[config.mk]
export PLATFORM = sky130hd
export DESIGN_NAME = instr_fetch_buffer
export DESIGN_NICKNAME = d
export VERILOG_FILES = /design/src/rtl/instr_fetch_buffer_pkg.sv /design/src/rtl/instr_fetch_buffer_if.sv /design/src/rtl/instr_fetch_buffer_sync_fifo.sv /design/src/rtl/instr_fetch_buffer.sv
export SDC_FILE = /design/constraint.sdc
export NUM_CORES = 1
export LEC_CHECK = 0
export BUFFER_PORTS_ARGS = -buffer_cell sky130_fd_sc_hd__buf_4
export CORE_UTILIZATION = 54
export CTS_BUF_LIST = sky130_fd_sc_hd__clkbuf_4
export DETAILED_ROUTE_END_ITERATION = 10
export GPL_ROUTABILITY_DRIVEN = 1
export PLACE_DENSITY = 0.82
export SLEW_MARGIN = 5
export SYNTH_ARGS = -nofsm -noshare
export SYNTH_HDL_FRONTEND = slang
export SYNTH_SLANG_ARGS = --single-unit
export TNS_END_PERCENT = 10
[constraint.sdc]
create_clock -name i_clk -period 10 [get_ports i_clk]
set_clock_uncertainty 0.15 [all_clocks]
set_input_delay 2 -clock i_clk [delete_from_list [all_inputs] [get_ports i_clk]]
set_output_delay 2 -clock i_clk [all_outputs]
set_load 0.03 [all_outputs]
[src/rtl/instr_fetch_buffer_pkg.sv]
// Shared core definitions: data width, default reset PC and the instruction
// field positions used by the fetch buffer to pre-slice decode fields.
package osiris_i;

    localparam int XLEN = 32;
    localparam logic [XLEN-1:0] RESET_PC_DEFAULT = 32'h0000_0000;

    localparam int OP_HI         = 6;
    localparam int OP_LO         = 2;
    localparam int FUNCT_3_HI    = 14;
    localparam int FUNCT_3_LO    = 12;
    localparam int FUNCT_7_5_BIT = 30;

    typedef struct packed {
        logic [XLEN-1:0] pc;
        logic [XLEN-1:0] instr;
    } fetch_entry_t;

    function automatic logic [XLEN-1:0] align_word(input logic [XLEN-1:0] addr);
        return {addr[XLEN-1:2], 2'b00};
    endfunction

endpackage

[src/rtl/instr_fetch_buffer_if.sv]
// Push/pop bundle between the fetch control logic and its entry FIFO.
interface instr_fetch_buffer_if #(
    parameter int WIDTH = 64,
    parameter int CW    = 3
);
    // Handshake: an entry is written on any cycle with push high (master only
    // pushes when !full or when popping the same cycle); the head is consumed
    // on any cycle with pop high and empty low; head is valid whenever !empty.
    logic             push;
    logic [WIDTH-1:0] push_data;
    logic             pop;
    logic [WIDTH-1:0] head;
    logic             full;
    logic             empty;
    logic [CW-1:0]    count;

    modport master (output push, push_data, pop, input head, full, empty, count);
    modport slave  (input push, push_data, pop, output head, full, empty, count);

endinterface

[src/rtl/instr_fetch_buffer_sync_fifo.sv]
// Power-of-two synchronous FIFO with flush; push and pop may coincide at any
// occupancy, including full, because the head is read before the slot is reused.
module sync_fifo #(
    parameter int WIDTH = 64,
    parameter int DEPTH = 4
) (
    input  logic                 clk,
    input  logic                 rst,
    input  logic                 flush,
    instr_fetch_buffer_if.slave  fifo
);
    localparam int AW = (DEPTH > 1) ? $clog2(DEPTH) : 1;
    localparam int CW = $clog2(DEPTH + 1);

    logic [WIDTH-1:0] mem [DEPTH];
    logic [AW-1:0]    wr_ptr;
    logic [AW-1:0]    rd_ptr;
    logic [CW-1:0]    count;
    logic             do_push;
    logic             do_pop;

    assign fifo.empty = (count == '0);
    assign fifo.full  = (count == CW'(DEPTH));
    assign fifo.count = count;
    assign fifo.head  = mem[rd_ptr];
    assign do_pop     = fifo.pop && !fifo.empty;
    assign do_push    = fifo.push;

    always_ff @(posedge clk) begin
        if (rst || flush) begin
            wr_ptr <= '0;
            rd_ptr <= '0;
            count  <= '0;
        end else begin
            if (do_push) wr_ptr <= wr_ptr + AW'(1);
            if (do_pop)  rd_ptr <= rd_ptr + AW'(1);
            count <= count + CW'(do_push) - CW'(do_pop);
        end
    end

    always_ff @(posedge clk) begin
        if (do_push && !rst && !flush) mem[wr_ptr] <= fifo.push_data;
    end

endmodule

[src/rtl/instr_fetch_buffer.sv]
// Instruction fetch buffer: credit-limited request issue, in-order response
// capture into a FIFO, and redirect handling that discards stale responses.
module instr_fetch_buffer
    import osiris_i::*;
#(
    parameter int              DEPTH    = 4,
    parameter logic [XLEN-1:0] RESET_PC = RESET_PC_DEFAULT
) (
    input  logic            i_clk,
    input  logic            i_rst,
    output logic            o_imem_req,
    output logic [XLEN-1:0] o_imem_addr,
    input  logic            i_imem_gnt,
    input  logic            i_imem_rvalid,
    input  logic [XLEN-1:0] i_imem_rdata,
    input  logic            i_redirect,
    input  logic [XLEN-1:0] i_redirect_pc,
    output logic            o_instr_valid,
    input  logic            i_instr_ready,
    output logic [XLEN-1:0] o_instr,
    output logic [XLEN-1:0] o_pc,
    output logic [4:0]      o_op,
    output logic [2:0]      o_funct_3,
    output logic            o_funct_7_5
);
    localparam int CW = $clog2(DEPTH + 1);
    localparam int SW = CW + 2;

    logic [XLEN-1:0] fetch_pc;
    logic [XLEN-1:0] resp_pc;
    logic [CW-1:0]   outstanding;
    logic [CW-1:0]   discard;
    logic [SW-1:0]   in_flight;
    logic            fire;
    logic            rv_drop;
    logic            rv_keep;
    logic            pop;
    fetch_entry_t    head;

    instr_fetch_buffer_if #(.WIDTH($bits(fetch_entry_t)), .CW(CW)) fifo_bus ();

    sync_fifo #(.WIDTH($bits(fetch_entry_t)), .DEPTH(DEPTH)) u_fifo (
        .clk   (i_clk),
        .rst   (i_rst),
        .flush (i_redirect),
        .fifo  (fifo_bus.slave)
    );

    // Every granted fetch owns a FIFO slot until popped, so the sum never exceeds DEPTH.
    assign in_flight  = SW'(fifo_bus.count) + SW'(outstanding) + SW'(discard);
    assign o_imem_req = !i_rst && (in_flight < SW'(DEPTH));
    assign o_imem_addr = fetch_pc;
    assign fire       = o_imem_req && i_imem_gnt;

    // Responses to pre-redirect requests are consumed first; a stray rvalid
    // with nothing in flight matches neither term and is ignored.
    assign rv_drop = i_imem_rvalid && (discard != '0);
    assign rv_keep = i_imem_rvalid && (discard == '0) && (outstanding != '0);

    assign o_instr_valid      = !fifo_bus.empty && !i_rst;
    assign pop                = o_instr_valid && i_instr_ready && !i_redirect;
    assign fifo_bus.pop       = pop;
    assign fifo_bus.push      = rv_keep && !i_redirect && (!fifo_bus.full || pop);
    assign fifo_bus.push_data = {resp_pc, i_imem_rdata};

    assign head        = fifo_bus.head;
    assign o_instr     = head.instr;
    assign o_pc        = head.pc;
    assign o_op        = head.instr[OP_HI:OP_LO];
    assign o_funct_3   = head.instr[FUNCT_3_HI:FUNCT_3_LO];
    assign o_funct_7_5 = head.instr[FUNCT_7_5_BIT];

    always_ff @(posedge i_clk) begin
        if (i_rst) begin
            fetch_pc    <= RESET_PC;
            resp_pc     <= RESET_PC;
            outstanding <= '0;
            discard     <= '0;
        end else if (i_redirect) begin
            // Everything still owed by memory, including this cycle's grant, becomes stale.
            fetch_pc    <= align_word(i_redirect_pc);
            resp_pc     <= align_word(i_redirect_pc);
            outstanding <= '0;
            discard     <= discard + outstanding + CW'(fire) - CW'(rv_drop) - CW'(rv_keep);
        end else begin
            if (fire)    fetch_pc <= fetch_pc + 32'd4;
            if (rv_keep) resp_pc  <= resp_pc + 32'd4;
            outstanding <= outstanding + CW'(fire) - CW'(rv_keep);
            discard     <= discard - CW'(rv_drop);
        end
    end

endmodule

=== After elaboration in Yosys (flattened, before gate mapping) ===
Memory sizes are Yosys's and may differ from the RTL's. A register that Yosys moved wholly into a read port is not among the register bits.
Index checks and enable logic that the tools add are counted.

* Flip-flop bits (word level): 77
* Latch bits: 0
* Memory bits (writable): 256
* ROM bits: 0
* Input bits: 70
* Output and inout port bits: 107
* Word-level logic and storage cells: 62
* Memories: 1

{| class="wikitable"
|+ Memories
! memory !! words !! bits a word !! rd ports !! clocked after memory_dff !! wr ports !! line !! source
|-
| u_fifo.mem || 4 || 64 || 1 || 1 || 1 || instr_fetch_buffer_sync_fifo.sv:15 || <nowiki>logic [WIDTH-1:0] mem [DEPTH];</nowiki>
|}

* Add/subtract/negate cells: 15
* Multiply operators: 0
* Div/mod/pow operators: 0
* $lt $le $gt $ge: 1
* Eq/ne operators: 1
* Shift-type cells: 0
* Mux-type cells: 9
* Bitwise operators: 0
* Reductions and logical operators: 26

{| class="wikitable"
|+ Operator list
! kind !! number
|-
| $mux W32 || 4
|-
| $add A32 B3 Y32 const B || 2
|-
| $sub A3 B1 Y3 || 5
|-
| $logic_and A1 B1 Y1 || 13
|-
| $add A3 B1 Y3 || 3
|-
| $logic_not A3 Y1 || 2
|-
| $reduce_bool A3 Y1 || 2
|-
| $add A4 B3 Y5 || 1
|-
| $lt A5 B3 Y1 const B || 1
|-
| $add A2 B1 Y2 const B || 2
|-
| $add A3 B3 Y4 || 1
|-
| $logic_not A1 Y1 || 4
|-
| $mux W2 || 2
|-
| $reduce_bool A2 Y1 || 2
|-
| $add A3 B3 Y3 || 1
|-
| $eq A3 B3 Y1 const B || 1
|-
| $mux W3 || 1
|-
| $logic_or A1 B1 Y1 || 2
|-
| $mux W1 || 2
|-
| $reduce_or A2 Y1 || 1
|}

=== Logic depth before layout (Yosys ltp) ===
Gate-level depths: netlist of run 1.

* Depth in word-level cells: 11
* Gate-level depth with buffers: 14
* Depth with buffers taken out: 14

=== Modules after synthesis ===
Synthesis of run 1 repeated with hierarchy kept, for this count alone.

* Cell total of the unflattened synthesis: 879
* Area, all modules: 13,873.3 µm²

{| class="wikitable"
|+ By module, submodules not included
! module !! instances !! cells an instance !! area each (µm²) !! sequential area each (µm²)
|-
| sync_fifo || 1 || 381 || 9,796.9 || 7,867.5
|-
| instr_fetch_buffer || 1 || 498 || 4,076.4 || 1,321.3
|}

=== Least setup slack after synthesis of run 1 ===
No wires, ideal clock.

* Path kind: input to register
* From: input i_imem_rvalid
* To: register discard[2]
* Setup time: 0.086 ns
* Arrival: 5.087 ns
* Required time: 9.764 ns
* Path slack: 4.677 ns
* Stages: 11
* Path buffers: 0
* Cells stage by stage: or4b_4 or2_4 clkinv_2 fa_1 fa_1 inv_1 fa_1 fa_1 xor2_1 xnor2_1 a211oi_1

* Word-level cells in the longest chain between the ends: 4
* Elaborated cells on any way between the ends: 7
* Classes of those cells: 3 x add/sub; 1 x mux; 3 x reduce/logical

{| class="wikitable"
|+ Ends and longest elaborated chain
! element !! line !! source
|-
| from (decl) || instr_fetch_buffer.sv:14 || <nowiki>input logic i_imem_rvalid,</nowiki>
|-
| $logic_and A1 B1 Y1 (on tied branches) || instr_fetch_buffer.sv:57, instr_fetch_buffer.sv:58 ||
|-
| $sub A3 B1 Y3 or $logic_and A1 B1 Y1 (tied branches) || instr_fetch_buffer.sv:84, instr_fetch_buffer.sv:58 ||
|-
| $sub A3 B1 Y3 || instr_fetch_buffer.sv:84 || <nowiki>discard <= discard + outstanding + CW'(fire) - CW'(rv_drop) - CW'(rv_keep);</nowiki>
|-
| $mux W3 * || instr_fetch_buffer.sv:79 || <nowiki>end else if (i_redirect) begin</nowiki>
|-
| to (signal assigned) || instr_fetch_buffer.sv:84 ||
|-
| to (signal assigned) || instr_fetch_buffer.sv:89 || <nowiki>discard <= discard - CW'(rv_drop);</nowiki>
|-
| to (decl) || instr_fetch_buffer.sv:32 || <nowiki>logic [CW-1:0] discard;</nowiki>
|}

Every way passes the cells marked *; elsewhere a longest branch is shown, timed or not.
A chain may end at the register's enable or synchronous reset.

=== Worst setup path after layout of run 1 ===
* From: register discard[2]
* To: output o_imem_req

* Word-level cells in the longest chain between the ends: 3

{| class="wikitable"
|+ Ends and longest elaborated chain
! element !! line !! source
|-
| $add A4 B3 Y5 || instr_fetch_buffer.sv:50 || <nowiki>assign in_flight = SW'(fifo_bus.count) + SW'(outstanding) + SW'(discard);</nowiki>
|-
| $lt A5 B3 Y1 || instr_fetch_buffer.sv:51 || <nowiki>assign o_imem_req = !i_rst && (in_flight < SW'(DEPTH));</nowiki>
|-
| $logic_and A1 B1 Y1 || instr_fetch_buffer.sv:51 ||
|-
| to (decl) || instr_fetch_buffer.sv:11 || <nowiki>output logic o_imem_req,</nowiki>
|}

Every way passes these cells.

==> metrics.cfg, run 1 <==
[critical_path]
cpMostUsedCell=inv_1
r2r-start=outstanding[2]
cp_slowest_cell=o32ai_1
path_max_fanout=8
end_kind=primary output
rrSetupSlack_ns=5.90
r2r-end=discard[2]
critPathLaunchType=flip-flop
r2r.worst_path.cells=11
critPathArrivalTime_ns=3.42
cp_slowest_stage_delay_ns=0.94
path_cells=inv_1, fa_1, inv_1, ha_1, nand2b_1, o32ai_1, nor3_1, buf_4
critPathKind=flip-flop to primary output
worstPathRequired_ns=7.85

[logic_synthesis]
yosys-top-cells-count=edfxtp_1, dfxtp_1, mux4_2
syn_inst=813
synth_edf_count=248
synth-main-ff-cell=edfxtp_1
netlist_area_mm2=0.0133
ys_ff_latch=323
synth_area_leaders=edfxtp_1, dfxtp_1, mux4_2
yosys.area.top_type=edfxtp_1
synth_area_per_cell_um2=16.4
seq_area_frac_synth_pct=67.1
synth_most_common_cell=edfxtp_1
synth.top_cell.area_share_pct=55.8
synth_warnings=0
postSynth.asyncResetShare_pct=0
synth_cell_types=54

[clock_network]
cts_tree=built
clock_sink_count=323
hold_buffers=0
numCtsBuffers=82
cts_root_buffer=clkbuf_4
h-tree-depth=3
cts_max_path_buffers=3
cts_setup_buffers=0
worstSkewPairLatency_ns=0.66
clk_pin_slew_ns=0.06
cts_resized=0

[timing]
hold_viol=0
worst_pin_slew_ns=1.16
min_period_ns=5.57
timing.final.crit_share_pct=55.7
setup-tns-final_ns=0
slew_violations=0
rsz0062_at_grt=no
slew_headroom_pct=22.3
setup_viol=0
fmax_ghz=0.179

[drt]
vias_per_cell=5.58
avgRoutedWirePerCell_um=18.3
ant_nets=0
drt_pre_antenna_iters=5
via_count=7889
drc=0
drtIter0Drc=512
wl_mm=25.9

[floorplan]
start_util_pct=55.0
coreArea_mm2=0.0242
die_h_um=159
dieWidth_um=159
rows=57
die-area_mm2=0.0253
io_pins=177

[power]
p_sw_share_pct=23.2
ir_worst_vdd_mv=0.131
p_leak_nw=5.53
intPower_mw=2.13
pwr-share-comb_pct=7.9
sequentialPowerShare_pct=54.3
p_switching_uw=646
clockPowerShare_pct=37.7
p_per_area_mw_per_mm2=175

[hold_path]
hold_depth=2
holdCritStartpoint=u_fifo.rd_ptr[1]
hp-class=flip-flop to flip-flop

[global_routing]
grt_max_degree=69
grt_pass1_vias=8157
grt_pass1_wl_mm=41.5
antenna_found_initial=1
overflow=0
track_usage_pct=21.0

[layout]
area_delta_synth_final_pct=18.9
finalInstanceArea_mm2=0.0159
fill_cells=1750
layout-drive-gt1-share_pct=35.7
stdcell_count=1413
nNetsFinal=1126

[run_status]
status=complete, no violations

[place]
placed_cells=1271
gp_congestion=0.813
io_buffer_count=170
dpl.hpwl_mm=16.1
dpl_cell_area_mm2=0.0149

[run]
cap_violations=0

==> metal layers <==
metal / GRT usage, % / up-vias / wire [um]
met5: 0 / - / 0
met4: 7.47 / 0 / 471
met3: 4.92 / 46 / 1560
met2: 34.4 / 293 / 12600
met1: 27.7 / 3877 / 11300
li1: - / 3673 / -
==> final cells by class <==
type | instances | area, um^2 | share of cell area [%]
well taps | 324 | 405 | 2.56
repair buffers | 176 | 1320 | 8.33
inverters | 29 | 110 | 0.694
flip-flops and latches | 323 | 8950 | 56.5
multi-input cells | 419 | 4070 | 25.7
clock buffers | 124 | 931 | 5.87
diodes | 1 | 2.50 | 0.0158
clock inverters | 17 | 66.3 | 0.418
==> cell usage in the layout (no fill, tap or decap), drive strengths merged, types with 25 or more instances in the layout <==
cell type    n
a21boi      26
clkbuf     124
buf        176
o21a        39
nor2        27
o31a        27
inv         30
xor2        25
edfxtp     248
dfxtp       75
nand4       25
mux4        62
==> power groups by stage <==
stage / clock, mW / combinational (mW) / sequential, mW
after global placement: 0 / 0.211 / 1.53
after global routing: 1.15 / 0.242 / 1.51
after CTS: 1.09 / 0.222 / 1.51
after detailed placement: 0 / 0.218 / 1.54
final: 1.05 / 0.220 / 1.51
after floorplan: 0 / 0.130 / 1.54
==> worst max path at each step <==
stage / startpoint / endpoint / slack (ns) / depth (start not counted)
2_1_floorplan: i_imem_rvalid / discard[2] / 4.68 / 11
3_3_place_gp: i_imem_rvalid / discard[2] / 4.45 / 12
3_5_place_dp: i_imem_rvalid / discard[2] / 4.41 / 12
4_1_cts: discard[2] / o_imem_req / 4.36 / 8
5_1_grt: discard[2] / o_imem_req / 4.25 / 8
6_report: discard[2] / o_imem_req / 4.43 / 8
==> flip-flops by register name, summed over array words and instances, names as in the netlist, named ones only <==
signal,flops
discard,3
u_fifo.mem,248
u_fifo.wr_ptr,2
u_fifo.fifo.count,3
outstanding,3
u_fifo.rd_ptr,2
o_imem_addr,30
resp_pc,30
==> critical path, delay by kind of cell (launching register included) <==
family                   cells  cell delay [ns]
flip-flops                   1             0.43
adder cells (fa/ha/maj)      2             0.80
AO/OA/AOI/OAI                1             0.94
AND/OR/NAND/NOR              2             0.21
buffers and inverters        3             0.39
==> through the flow <==
stage / power, mW / setup slack (ns) / utilization (%) / hold WS (ns)
floorplan: 1.67 / 4.68 / - / 0.331
global placement: 1.75 / 4.45 / 61.3 / 0.359
detailed placement: 1.75 / 4.41 / 61.3 / 0.377
CTS: 2.82 / 4.36 / 65.4 / 0.393
global route: 2.91 / 4.25 / 65.4 / 0.423
finish: 2.78 / 4.43 / 65.4 / 0.392
==> kinds of logic (layout without fill, tap and decap cells) <==
logic type               Yosys count  count (layout)  synth area share [%]
other                              1               5                0.0281
AND/OR/NAND/NOR                  161             161                  7.00
adder cells (fa/ha/maj)           25              25                  2.85
flip-flops                       323             323                  67.1
XOR/XNOR                          49              49                  3.22
multiplexers                      65              65                  10.7
AO/OA/AOI/OAI                    115             115                  6.59
buffers and inverters             74             346                  2.51
Note: power is estimated with default switching activity, not from simulation.
==> run 2, diff against run 1 <==
--- a/config.mk
+++ b/config.mk
@@ -5,6 +5,7 @@
 export SDC_FILE = /design/constraint.sdc
 export NUM_CORES = 1
 export LEC_CHECK = 0
+export ABC_AREA = 1
 export BUFFER_PORTS_ARGS = -buffer_cell sky130_fd_sc_hd__buf_4
 export CORE_UTILIZATION = 54
 export CTS_BUF_LIST = sky130_fd_sc_hd__clkbuf_4
==> constraint.sdc (replaced) <==
create_clock -name i_clk -period 5.41 [get_ports i_clk]
set_clock_uncertainty 0.15 [all_clocks]
set_input_delay 1.082 -clock i_clk [delete_from_list [all_inputs] [get_ports i_clk]]
set_output_delay 1.082 -clock i_clk [all_outputs]
set_load 0.03 [all_outputs]
==> run 2 against run 1 <==
The flow now finishes with violations (DRC). Critical path depth fell by 3. First-iteration DRC count up 120%. Clock power rose by 80%. Register-to-register slack got worse by 4.2 ns. Core utilization fell by 0.48 points. Global-route usage grew 3.4 points. Final area increased by 7.3%. Final cell count is 45% higher. Worst setup slack lost 3.8 ns. Non-clock buffer count grew 3. Critical path type unchanged. Largest power group unchanged.
==> metrics.cfg, run 2 <==
[clock_network]
cts_max_path_buffers=3
cts_setup_buffers=0
clk_pin_slew_ns=0.06
worstSkewPairLatency_ns=0.67
cts_tree=built
h-tree-depth=3
cts_root_buffer=clkbuf_4
cts_resized=0
hold_buffers=0
clock_sink_count=323
numCtsBuffers=78

[power]
power.total_mw=5.16
pwr-share-comb_pct=9.4
sequentialPowerShare_pct=54.0
p_switching_mw=1.29
ir_worst_vdd_mv=0.157
clockPowerShare_pct=36.6
p_per_area_mw_per_mm2=304
p_leak_nw=6.38
intPower_mw=3.87
p_sw_share_pct=25.0

[place]
gp_congestion=0.927
dpl.hpwl_mm=21.6
io_buffer_count=170

[floorplan]
rows=59
coreArea_mm2=0.0262
die-area_mm2=0.0276
start_util_pct=55.5
dieWidth_um=166
io_pins=177
die_h_um=166

[layout]
regMostFlops=u_fifo.mem
nNetsFinal=1755
area_delta_synth_final_pct=17.0
largest_register_ffs=248
final_common_cell=nand2_1
mostFrequentLayoutCells=nand2_1, edfxtp_1, nor2_1
layout-drive-gt1-share_pct=20.6

[drt]
ant_nets=0
drtIter0Drc=1111
drt_pre_antenna_iters=8
drc=21
vias_per_cell=5.55
avgRoutedWirePerCell_um=16.4
via_count=11400
wl_mm=33.8

[timing]
setup_viol=0
hold_viol=0
hold_slack_ns=0.308
slew_headroom_pct=28.7
timing.final.crit_share_pct=87.5
worst_pin_slew_ns=1.07
setup-tns-final_ns=0
rsz0062_at_grt=no
min_period_ns=4.74
fmax_ghz=0.211
slew_violations=0

[run_status]
violations=DRC
status=complete, but fails checks

[logic_synthesis]
synth_area_per_cell_um2=9.87
synth_edf_count=248
netlist_area_mm2=0.0145
muxShareOfSynthArea_pct=0
ys_ff_latch=323
yosys.area_share.simple_pct=18.4
synth-adder-area-share_pct=2.62
synth_compound_area_share_pct=11.2
synth_top_family_by_area=simple AND/OR/NAND/NOR gates
postSynth.asyncResetShare_pct=0
synth-main-ff-cell=edfxtp_1
syn_inst=1473
synth_cell_types=38
yosys-top-cells-count=nand2_1, edfxtp_1, nor2_1
synth_most_common_cell=nand2_1
synth_warnings=0
seq_area_frac_synth_pct=61.5
synth_xor_area_share_pct=1.33
yosys.area.top_type=edfxtp_1
synth_area_leaders=edfxtp_1, dfxtp_1, nand2_1
synth.top_cell.area_share_pct=51.2

[global_routing]
overflow=0
antenna_found_initial=1
grt_pass1_wl_mm=53.4
grt_max_degree=84
grt_pass1_vias=11000
track_usage_pct=24.5

[critical_path]
rrSetupSlack_ns=1.67
critPathArrivalTime_ns=3.50
worstPathRequired_ns=4.18
path_max_fanout=83
critPathLaunchType=flip-flop
critical_path.endpoint=o_instr[1]
end_kind=primary output
r2r-start=discard[2]
r2r-end=discard[2]
r2r.worst_path.cells=14
critPathKind=flip-flop to primary output

[hold_path]
hp-class=flip-flop to flip-flop

[run]
cap_violations=0

## run 2: cell count changes in the layout (fill, tap and decap cells not counted), sizes merged, moves of 17 or more
cell / previous run / this run
o21a: 39 / 0
a21oi: 7 / 63
o22ai: 0 / 63
nor2: 27 / 260
o21ai: 5 / 161
nand4: 25 / 6
inv: 30 / 93
o31a: 27 / 0
nand3: 21 / 56
nand2: 23 / 287
a21boi: 26 / 0
nor4: 17 / 0
mux4: 62 / 0
## run 2: kinds of logic (layout without fill, tap and decap cells)
| logic type | count (synthesis) | in the layout |
|---|---|---|
| AOI/OAI and AO/OA | 302 | 302 |
| xor gates and xnor gates | 22 | 22 |
| adders and majority gates | 25 | 25 |
| buffers and inverters | 169 | 411 |
| DFF | 323 | 323 |
| other | 1 | 6 |
| and+or+nand+nor | 631 | 631 |
## run 2: final cells by class
| cell class | instances | area, um^2 |
|---|---|---|
| inverters | 94 | 354 |
| repair buffers | 179 | 1390 |
| well taps | 335 | 419 |
| multi-input cells | 984 | 4920 |
| flip-flops and latches | 323 | 8950 |
| fillers | 2022 | 9190 |
| clock buffers | 113 | 848 |
| clock inverters | 25 | 120 |
| diodes | 2 | 5.00 |
## run 2: metrics by stage
step                      utilization, %  worst slack (ns)  cells  instance area, um^2
after floorplan                        -             0.286   1476                14600
after global placement              61.2              1.46   1915                16000
after detailed placement            61.2              1.33   1915                16000
after CTS                           64.9             0.619   2053                17000
after global routing                64.9             0.331   2055                17000
final                               64.9             0.674   2055                17000
## run 2: power groups by stage
| stage | logic (mW) | clock network, mW | registers (mW) |
|---|---|---|---|
| after floorplan | 0.300 | 0 | 2.85 |
| after global placement | 0.459 | 0 | 2.84 |
| after detailed placement | 0.481 | 0 | 2.84 |
| after CTS | 0.485 | 1.93 | 2.79 |
| after global routing | 0.545 | 2.06 | 2.80 |
| final | 0.483 | 1.89 | 2.79 |
## run 2: how the worst min path moves through the flow
stage | end | slack (ns) | cells past startpoint | start
final | flip-flop | 0.31 | 2 | u_fifo.rd_ptr[1]
after CTS | flip-flop | 0.32 | 2 | u_fifo.rd_ptr[1]
after detailed placement | flip-flop | 0.30 | 2 | u_fifo.rd_ptr[1]
after floorplan | flip-flop | 0.29 | 2 | u_fifo.rd_ptr[1]
after global placement | flip-flop | 0.30 | 2 | u_fifo.rd_ptr[1]
after global routing | flip-flop | 0.34 | 2 | u_fifo.rd_ptr[1]
## run 2: layer usage
layer  GRT usage (%)  vias up  share of wire, %  routed length [um]
met1            31.0     5299                40               13400
met2            40.4      562                47               16000
met3            5.17       75                10                3430
met5               0        -                 0                   0
met4            11.4        0               2.9                 974
li1                -     5471                 -                   -
## run 2: worst max-delay path: stages, from the launching register on
cell      delay, ns
dfxtp_4        0.70
clkinv_2       0.98
buf_4          0.60
o21ai_0        0.25
o22ai_1        0.11
buf_4          0.18
==> run 3, diff against run 2 <==
--- a/config.mk
+++ b/config.mk
@@ -16,4 +16,4 @@
 export SYNTH_ARGS = -nofsm -noshare
 export SYNTH_HDL_FRONTEND = slang
 export SYNTH_SLANG_ARGS = --single-unit
-export TNS_END_PERCENT = 10
+export TNS_END_PERCENT = 5
==> constraint.sdc (replaced) <==
create_clock -name i_clk -period 4.7 [get_ports i_clk]
set_clock_uncertainty 0.15 [all_clocks]
set_input_delay 0.94 -clock i_clk [delete_from_list [all_inputs] [get_ports i_clk]]
set_output_delay 0.94 -clock i_clk [all_outputs]
set_load 0.03 [all_outputs]
==> run 3 against run 2 <==
The flow still finishes with violations (DRC). First-iteration DRC count shrank 6.1%. Sequential power up 15%. Routed wire length rose by 3.2%.
==> metrics.cfg, run 3 (synthesis gave the netlist of run 2 again) <==
[clock_network]
numCtsBuffers=78
h-tree-depth=3
clock_sink_count=323
hold_buffers=0
worstSkewPairLatency_ns=0.70
cts_setup_buffers=0
cts_max_path_buffers=3
cts_resized=0
cts_root_buffer=clkbuf_4
cts_tree=built
clk_pin_slew_ns=0.07

[critical_path]
cp_slowest_cell=clkinv_2
end_kind=primary output
cpMostUsedCell=buf_4
critPathKind=flip-flop to primary output
critPathArrivalTime_ns=3.34
critPathBufInv=3
critPathLaunchType=flip-flop
crit_family=buffers and inverters
path_max_fanout=74
cp_slowest_stage_delay_ns=0.89
worstPathRequired_ns=3.61
rrSetupSlack_ns=0.98
path_cells=clkinv_2, buf_4, o21ai_0, o22ai_1, buf_4

[layout]
regMostFlops=u_fifo.mem
nNetsFinal=1757
largest_register_ffs=248
fill_cells=2010
finalInstanceArea_mm2=0.0171
final_common_cell=nand2_1
layout-drive-gt1-share_pct=20.7
mostFrequentLayoutCells=nand2_1, edfxtp_1, nor2_1
area_delta_synth_final_pct=17.4

[run_status]
status=complete, but fails checks
violations=DRC

[drt]
drc=20
vias_per_cell=5.57
avgRoutedWirePerCell_um=17.0
wl_mm=34.9
drtIter0Drc=1043
ant_nets=0
drt_pre_antenna_iters=10
via_count=11400

[power]
p_per_area_mw_per_mm2=357
ir_worst_vdd_mv=0.194
p_leak_nw=6.40
power.total_mw=6.09

[hold_path]
hp-class=input pin to flip-flop

[timing]
timing.final.crit_share_pct=94.2
hold_slack_ns=0.276
slew_violations=0
setup-tns-final_ns=0
worst_pin_slew_ns=0.972
slew_headroom_pct=35.1
setup_viol=0
fmax_ghz=0.226
rsz0062_at_grt=no
hold_viol=0
min_period_ns=4.43

[global_routing]
met3_usage_pct=5.27
antenna_found_initial=1
grt-busiest-layer=met2
grt_max_degree=81
track_usage_pct=25.5
overflow=0
grtUsageMet2_pct=42.6
grt_pass1_wl_mm=55.7
grt_use_met1_pct=32.6
grt_pass1_vias=11100

[place]
dpl_cell_area_mm2=0.0161
io_buffer_count=170
dpl.hpwl_mm=22.2
gp_congestion=0.914

[run]
cap_violations=0

[floorplan]
dieWidth_um=166
coreArea_mm2=0.0262
rows=59
io_pins=177
die-area_mm2=0.0276
die_h_um=166
start_util_pct=55.5

run 3: cell types whose count changed in the layout (fill, tap and decap cells not counted):
cell / before / now
buf_4: 175 / 177
bufinv_16: 0 / 2
clkinv_4: 2 / 0
clkinv_1: 18 / 17
clkinv_2: 4 / 3
diode_2: 2 / 1
inv_2: 10 / 9
inv_6: 1 / 2
run 3: layer usage:
metal / vias up / part of all wire (%)
met4: 0 / 2.2
met1: 5365 / 40
met5: - / 0
met3: 66 / 9.6
met2: 553 / 48
li1: 5461 / -
run 3: area by class of cell:
| class | instances | area (um^2) | area share, % |
|---|---|---|---|
| clock inverters | 23 | 159 | 0.931 |
| repair buffers | 181 | 1410 | 8.26 |
| diodes | 1 | 2.50 | 0.0147 |
| multi-input cells | 984 | 4920 | 28.8 |
| clock buffers | 113 | 848 | 4.97 |
| well taps | 335 | 419 | 2.46 |
| flip-flops and latches | 323 | 8950 | 52.5 |
| inverters | 94 | 354 | 2.08 |
run 3: path summary, 6_finish.rpt:
kind	start	endpoint	depth (start not counted)
worst max register to register	discard[2]	discard[1]	13
worst max-delay path	flip-flop	o_instr[30]	5
worst min register to register	u_fifo.rd_ptr[1]	u_fifo.rd_ptr[1]	2
worst min-delay path	i_imem_rdata[1]	u_fifo.mem[0][1]	1
run 3: power by group:
| group | switching, mW | internal (mW) | total, mW | leakage (nW) |
|---|---|---|---|---|
| clock network | 1.10 | 1.22 | 2.32 | 0.589 |
| registers | 0.0872 | 3.12 | 3.21 | 2.87 |
| logic | 0.343 | 0.215 | 0.558 | 2.94 |
run 3: worst reg2reg max path, cell delays in order, from the launching register on:
cell and delay (ns):
dfxtp_1 0.42, inv_1 0.09, fa_1 0.52, inv_1 0.07
fa_1 0.54, nor2_1 0.04, o21ai_0 0.08, inv_1 0.12
nand3_4 0.26, inv_1 0.19, fa_1 0.43, fa_1 0.42
o21ai_0 0.19, a21oi_1 0.06
run 3: through the flow:
stage          std cells  util (%)  setup WS, ns
4_1_cts             2053      65.1         0.244
5_1_grt             2054      65.1        0.0589
2_1_floorplan       1476         -        -0.282
3_3_place_gp        1917      61.3         0.962
3_5_place_dp        1917      61.3         0.908
6_report            2054      65.1         0.270
